==> config.mk <==
export PLATFORM = sky130hd
export DESIGN_NAME = char_class
export DESIGN_NICKNAME = d
export VERILOG_FILES = /design/src/rtl/trace_line_checker_char_class.sv
export SDC_FILE = /design/constraint.sdc
export NUM_CORES = 1
export LEC_CHECK = 0
export ABC_AREA = 1
export CAP_MARGIN = 20
export CORE_AREA = 2 2 39 41
export DETAILED_ROUTE_END_ITERATION = 16
export DIE_AREA = 0 0 41 43
export PLACE_DENSITY = 0.53
export SYNTH_ARGS = -nofsm -noshare
export SYNTH_HDL_FRONTEND = slang
export SYNTH_SLANG_ARGS = --single-unit
==> constraint.sdc <==
create_clock -name vclk -period 1
set_input_delay 0.2 -clock vclk [all_inputs]
set_output_delay 0.2 -clock vclk [all_outputs]
set_load 0.01 [all_outputs]
==> src/rtl/trace_line_checker_char_class.sv <==
// Combinational ASCII classifier: decimal digit, lowercase hex digit and
// the 4-bit value of that digit.
module char_class (
  input  logic [7:0] char,
  output logic       is_dec,
  output logic       is_hex,
  output logic [3:0] nibble
);

  // Classify the incoming character; uppercase hex is deliberately rejected.
  always_comb begin
    is_dec = 1'b0;
    is_hex = 1'b0;
    nibble = 4'h0;
    if ((char >= 8'h30) && (char <= 8'h39)) begin
      is_dec = 1'b1;
      is_hex = 1'b1;
      nibble = char[3:0];
    end else if ((char >= 8'h61) && (char <= 8'h66)) begin
      is_hex = 1'b1;
      nibble = char[3:0] + 4'd9;
    end else begin
      is_dec = 1'b0;
      is_hex = 1'b0;
      nibble = 4'h0;
    end
  end

endmodule

Word level (Yosys, flattened, before mapping)

Index checks and enable logic that the tools add are counted.

Flip-flop bits (word level): 0
Bits in latches: 0
Bits in writable memories: 0
Memory bits (read-only): 0
Input port bits: 8
Output and inout bits: 6
Word-level logic and storage cells: 12
Memories: 0

$add $sub $neg: 1
$mul: 0
Div/mod/pow operators: 0
Magnitude comparators: 4
Eq/ne operators: 0
Shifts and indexed selects: 0
Multiplexer cells: 5
Bitwise operators: 0
Reduce and logical (&&, ||, !) cells: 2

Operators by type and width:

| cell                | number |
|---|---|
| $ge 8x6->1 const B  | 1 |
| $ge 8x7->1 const B  | 1 |
| $le 8x6->1 const B  | 1 |
| $le 8x7->1 const B  | 1 |
| $mux 4              | 2 |
| $add 4x4->4 const B | 1 |
| $mux 1              | 3 |
| $logic_and 1x1->1   | 2 |

Logic depth before layout (Yosys ltp)

Gate-level depths: netlist (run 1).

Word-level depth: 4
Depth in mapped cells: 8
Gate-level depth less buffers: 8

Worst setup path after synthesis (run 1)

Ideal clock, no wire load.

Path kind: input-to-output
Start: input char[1]
End: output nibble[0]
Arrival: 0.885 ns
Required time: 0.800 ns
Path slack: -0.085 ns
Stages on the path: 8
Path buffers: 0
Path through: inv_1 > ha_1 > nand2_4 > nand3_2 > nand2_2 > inv_2 > nand2_1 > nand2_1

Longest elaborated chain between the ends: 4
Elaborated cells between the ends (all ways): 8
Those cells by class: 4 x order compare; 2 x mux; 2 x reduce/logical

Ends and longest elaborated chain:

| element                                  | line | source |
|---|---|---|
| start: declaration                       | 4    | `input logic [7:0] char,` |
| $ge 8x7->1 or $le 8x7->1 (tied branches) | 19   | `end else if ((char >= 8'h61) && (char <= 8'h66)) begin` |
| $logic_and 1x1->1                        | 19   |  |
| $mux 4                                   | 19   |  |
| $mux 4 (*)                               | 15   | `if ((char >= 8'h30) && (char <= 8'h39)) begin` |
| end: declaration                         | 7    | `output logic [3:0] nibble` |

Every way passes the cells marked *; elsewhere a longest branch is shown, timed or not.

Worst setup path in the final report (run 1)

Ends and elaborated chain as after synthesis.

==> summary.md, run 1 <==
| Metric | Value |
|---|---|
| Worst path slowest cell | `nand3_2` |
| Peak Freq | `811 MHz` |
| Pint | `between 0.00009 and 0.0001 W` |
| DRC | `0` |
| Critical Path Fanout Max | `4` |
| Worst slew pin tran | `between 0.2 and 0.25 ns` |
| Core Box Area | `approximately 1400 µm²` |
| Count of pins over their slew limit | `0` |
| FFs & Latches | `0` |
| Total congestion overflow | `0` |
| Syn_area_per_cell | `between 5 and 6 µm²` |
| Full die area | `approximately 1800 µm²` |
| Routed WL | `roughly 740 µm` |
| Worst hold path type | `in -> out` |
| Setup TNS | `-1.19 ns` |
| Leading area contributor after synthesis | `ha_1` |
| Initial DRC Count | `2` |
| Vias per cell | `between 4 and 5` |
| Vias | `350` |
| Register area | `0 µm²` |
| Rows | `14` |
| Headroom to the max-slew limit | `a little over four fifths` |
| Synth top area share | `a little over a fifth` |
| Initial antenna violation count | `0` |
| Crit-path cells | `buf_8, inv_8, ha_4, inv_2, nor2_2, nand3_2, nand4_1, nand2_2, buf_6` |
| Setup crit start kind | `primary input` |
| Unique cell type count in the Yosys netlist | `14` |
| Switching part of the total | `around 45%` |
| Vias in the first global route | `between 300 and 400` |
| Max_cap viols | `0` |
| CP Capture Type | `output port` |
| Final GP Congestion | `about 0.74` |
| Synth Instances | `39` |
| CP Class | `in -> out` |
| Switching pwr | `0.0000797 W` |
| Family with the most delay on the worst path | `simple AND/OR/NAND/NOR gates` |
| Final antenna-violating net count | `0` |
| Most common cell in the netlist | `nand2_1` |
| Die X-Extent | `~41 µm` |
| Clkbuf count | `0` |
| Final-report setup violation count | `6` |
| Port Buffers | `14` |
| P_leak | `approximately 0.3 nW` |
| Unrepaired setup endpoints after global routing | `true` |
| Final worst setup slack | `-0.232 ns` |
| Post-DP HPWL | `around 510 µm` |
| Nets@finish | `between 80 and 90` |
| Seq/Total Area, Yosys | `0%` |
| Minimum clock period | `between 1 and 1.5 ns` |
| CP Buf/Inv Count | `4` |
| Commonest cells in the netlist | `nand2_1, inv_1, ha_1` |
| First-pass GRT wire length | `1.11 mm` |
| End-of-flow core utilization | `around 44%` |
| Final hold slack | `0.761 ns` |
| Starting density of the core | `around 16%` |
| YS warnings | `0` |
| CP peak stage delay | `about 0.13 ns` |
| Critical Path RT | `0.80 ns` |
| Status | `complete, but fails checks` |
| First drt pass iteration count | `2` |
| Logic gate share of total power | `between 90% and 100%` |
| Syn Nets | `51` |
| Peak VDD IR | `roughly 0.12 mV` |
| Pwr/cell area | `about 290 nW/µm²` |
| Worst Path Arrival | `~1.0 ns` |
| # diodes | `0` |
| Violated checks | `setup timing` |
| Hold Fails Final Rpt | `0` |
| Post-route cell area | `612 µm²` |
| Reg power frac | `0%` |
| Period utilization | `123%` |
| Area grow syn2layout | `169%` |
| Synth area leaders | `ha_1, nand2_1, inv_1` |
| Clock power share | `0%` |
| Share of post-route cells with drive strength above 1 | `between 80% and 90%` |
| Placed Area | `between 400 and 500 µm²` |
| Io pins | `14` |
| Die Y | `approximately 43 µm` |
| Netlist Area Pre-Place | `228 µm²` |
| Total global-route track usage | `under 10%` |
| Drt wl/cell | `8.77 µm` |
| Largest net degree at the start of global routing | `5` |
## worst paths after layout
kind	to	start	cells after the start
max	nibble[0]	char[1]	9
min	is_dec	char[7]	5
## what timing repair did
| action | 4_1_cts | 5_1_grt |
|---|---|---|
| gates resized for setup | 80 | 5 |
| hold buffers | 0 | 0 |
| setup endpoints to repair | 6 | 6 |
| setup buffers | 6 | 2 |
| pin swaps | 15 | 9 |
## cell families (layout without fill, tap and decap cells)
family	Yosys count	in the layout	synth area share (%)
buffers and inverters	8	37	13.2
AOI/OAI and AO/OA	1	1	2.20
adders and majority gates	4	4	22.0
and+or+nand+nor	26	26	62.6
## metal layers
| layer | up-vias | global-route usage, % | share of wire (%) | routed length (µm) |
|---|---|---|---|---|
| li1 | 183 | - | - | - |
| met1 | 157 | 9.81 | 35 | 260 |
| met2 | 10 | 16.9 | 58 | 425 |
| met3 | 0 | 0.524 | 6.9 | 51 |
| met4 | 0 | 0 | 0 | 0 |
| met5 | - | 0 | 0 | 0 |
## stage by stage
step	worst slack [ns]	power [W]	std cells
2_1_floorplan	0.00124	0.0000559	39
3_3_place_gp	-1.17	0.000137	76
3_5_place_dp	-1.15	0.000136	76
4_1_cts	-0.243	0.000163	82
5_1_grt	-0.295	0.000192	84
6_report	-0.232	0.000176	84
## layout by cell type, fill, tap and decap left out, drive strengths merged
cell and n:
nand3 4, ha 4, clkdlybuf4s15 1, nand4 3, inv 7, nand3b 1
nor3 1, clkinv 1, nand2 15, buf 28, o21ai 1, nor2 2
## power by group through the flow
stage | combinational [W] | clock, W | sequential [W]
6_report | 0.000176 | 0 | 0
5_1_grt | 0.000192 | 0 | 0
2_1_floorplan | 0.0000559 | 0 | 0
4_1_cts | 0.000163 | 0 | 0
3_5_place_dp | 0.000136 | 0 | 0
3_3_place_gp | 0.000137 | 0 | 0
## final cells by class
type / instances / area (µm²)
fillers: 146 / 772
multi-input cells: 31 / 284
repair buffers: 29 / 255
inverters: 8 / 52.6
well taps: 16 / 20.0
No activity file was read; power rests on OpenSTA's default activity.
==> inputs of run 2 (changes only) <==
--- a/config.mk
+++ b/config.mk
@@ -11,6 +11,7 @@
 export DETAILED_ROUTE_END_ITERATION = 16
 export DIE_AREA = 0 0 41 43
 export PLACE_DENSITY = 0.53
+export SETUP_SLACK_MARGIN = 0.4
 export SYNTH_ARGS = -nofsm -noshare
 export SYNTH_HDL_FRONTEND = slang
 export SYNTH_SLANG_ARGS = --single-unit
==> run 2 against run 1 <==
Maximum frequency fell by 7.1%. The flow still finishes with violations (setup timing). Critical path depth up 1. Largest cell class unchanged. Highest routed layer unchanged. Non-clock buffer count is 1 lower. Cell count fell by 1.2%. Global-route usage rose by 0.61 points. Critical path type unchanged. Clock-buffer cell count unchanged. Hold slack improved by 0.088 ns.
==> summary.md, run 2 (synthesis gave the netlist of run 1 again) <==
| Metric | Value |
|---|---|
| Status | `complete, but fails checks` |
| Violated checks | `setup timing` |
| Initial DRC Count | `3` |
| Rows | `14` |
| Setup crit start kind | `primary input` |
| P_leak | `a little over 0.3 nW` |
| Io pins | `14` |
| Worst path slowest cell | `ha_4` |
| Headroom to the max-slew limit | `just under 90%` |
| Cts hold-fix bufs | `0` |
| Setup TNS | `-1.74 ns` |
| Minimum clock period | `roughly 1.3 ns` |
| FFs & Latches | `0` |
| Hold Fails Final Rpt | `0` |
| DRC | `0` |
| Final worst setup slack | `-0.327 ns` |
| Placed cell count | `between 70 and 80` |
| Area grow syn2layout | `172%` |
| Final antenna-violating net count | `0` |
| Total global-route track usage | `a little under a tenth` |
| Worst hold path type | `in -> out` |
| Final non-filler cell total | `between 80 and 90` |
| # diodes | `0` |
| Pwr/cell area | `approximately 290 nW/µm²` |
| Max_cap viols | `0` |
| CP peak stage delay | `about 0.13 ns` |
| Most frequent cells in the layout | `buf_4, buf_6, nand2_2` |
| Initial antenna violation count | `0` |
| Full die area | `~1800 µm²` |
| Vias | `332` |
| Starting density of the core | `16.5%` |
| CP Class | `in -> out` |
| Period utilization | `133%` |
| Peak VDD IR | `between 0.1 and 0.15 mV` |
| Critical Path RT | `0.80 ns` |
| Count of pins over their slew limit | `0` |
| Vias per cell | `about 4` |
| Final GP Congestion | `0.737` |
| Nets@finish | `81` |
| Routed WL | `around 700 µm` |
| CP Capture Type | `output port` |
| Crit-path cells | `buf_6, buf_6, inv_12, ha_4, nand2_4, nand3_4, nand2_4, buf_6, o21ai_2, buf_2` |
| First drt pass iteration count | `2` |
| Share of post-route cells with drive strength above 1 | `roughly three quarters` |
| Worst Path Arrival | `1.13 ns` |
| Core Box Area | `approximately 1400 µm²` |
| Port Buffers | `14` |
| Total congestion overflow | `0` |
| Critical Path Fanout Max | `3` |
| Drt wl/cell | `~8.4 µm` |
| Unrepaired setup endpoints after global routing | `true` |
| Clkbuf count | `0` |
| Die Y | `between 40 and 50 µm` |
| Post-DP HPWL | `~540 µm` |
| Peak Freq | `approximately 750 MHz` |
| # fillers | `between 100 and 150` |
| Worst slew pin tran | `0.174 ns` |
| Register area | `0 µm²` |
| Final-report setup violation count | `6` |
| CP most frequent cell | `buf_6` |
| First-pass GRT wire length | `approximately 1.2 mm` |
| Most common cell after layout, fill and taps aside | `buf_4` |
| Die X-Extent | `a little over 40 µm` |
| Vias in the first global route | `287` |
| Largest net degree at the start of global routing | `5` |
==> run 2: cell type report <==
class | instances | area (µm²) | area share [%]
well taps | 16 | 20.0 | 3.23
multi-input cells | 31 | 298 | 48.1
inverters | 8 | 50.0 | 8.08
repair buffers | 28 | 251 | 40.6
==> run 2: final timing paths <==
path,from,endpoint,cells after the start
min,char[2],nibble[2],5
max,char[1],nibble[3],10
==> run 2: per-layer routing <==
metal | track usage [%] | part of all wire (%) | vias up
li1 | - | - | 182
met1 | 13.3 | 42 | 141
met2 | 15.6 | 51 | 9
met3 | 0 | 6.6 | 0
met4 | 0 | 0 | 0
met5 | 0 | 0 | -
==> run 2: metrics by stage <==
stage	hold WS, ns	power [W]	util, %	area [µm²]	setup WS [ns]
4_1_cts	0.893	0.000183	45.1	624	-0.340
3_5_place_dp	1.51	0.000150	37.5	519	-1.13
6_report	0.849	0.000182	44.8	619	-0.327
2_1_floorplan	0.508	0.0000596	-	292	0.0154
3_3_place_gp	1.53	0.000150	37.5	519	-1.11
5_1_grt	0.889	0.000199	44.8	619	-0.411
==> run 2: worst max-delay path: cells and delay by family <==
family	cells	cell delay (ns)
buf+inv	5	0.50
compound gates	1	0.08
fa+ha+maj	1	0.13
simple gates	3	0.19
==> run 2: power by group <==
part	switching, W	internal, W
logic	0.0000850	0.0000970
clock network	0	0
registers	0	0
total	0.0000850	0.0000970
==> run 2: what timing repair did <==
item                                    in CTS  in global routing
pin swaps                                   17                  7
resized for setup                           62                  2
buffers inserted                             5                  0
endpoints found under the hold margin        0                  0
endpoints found under the setup margin       6                  6
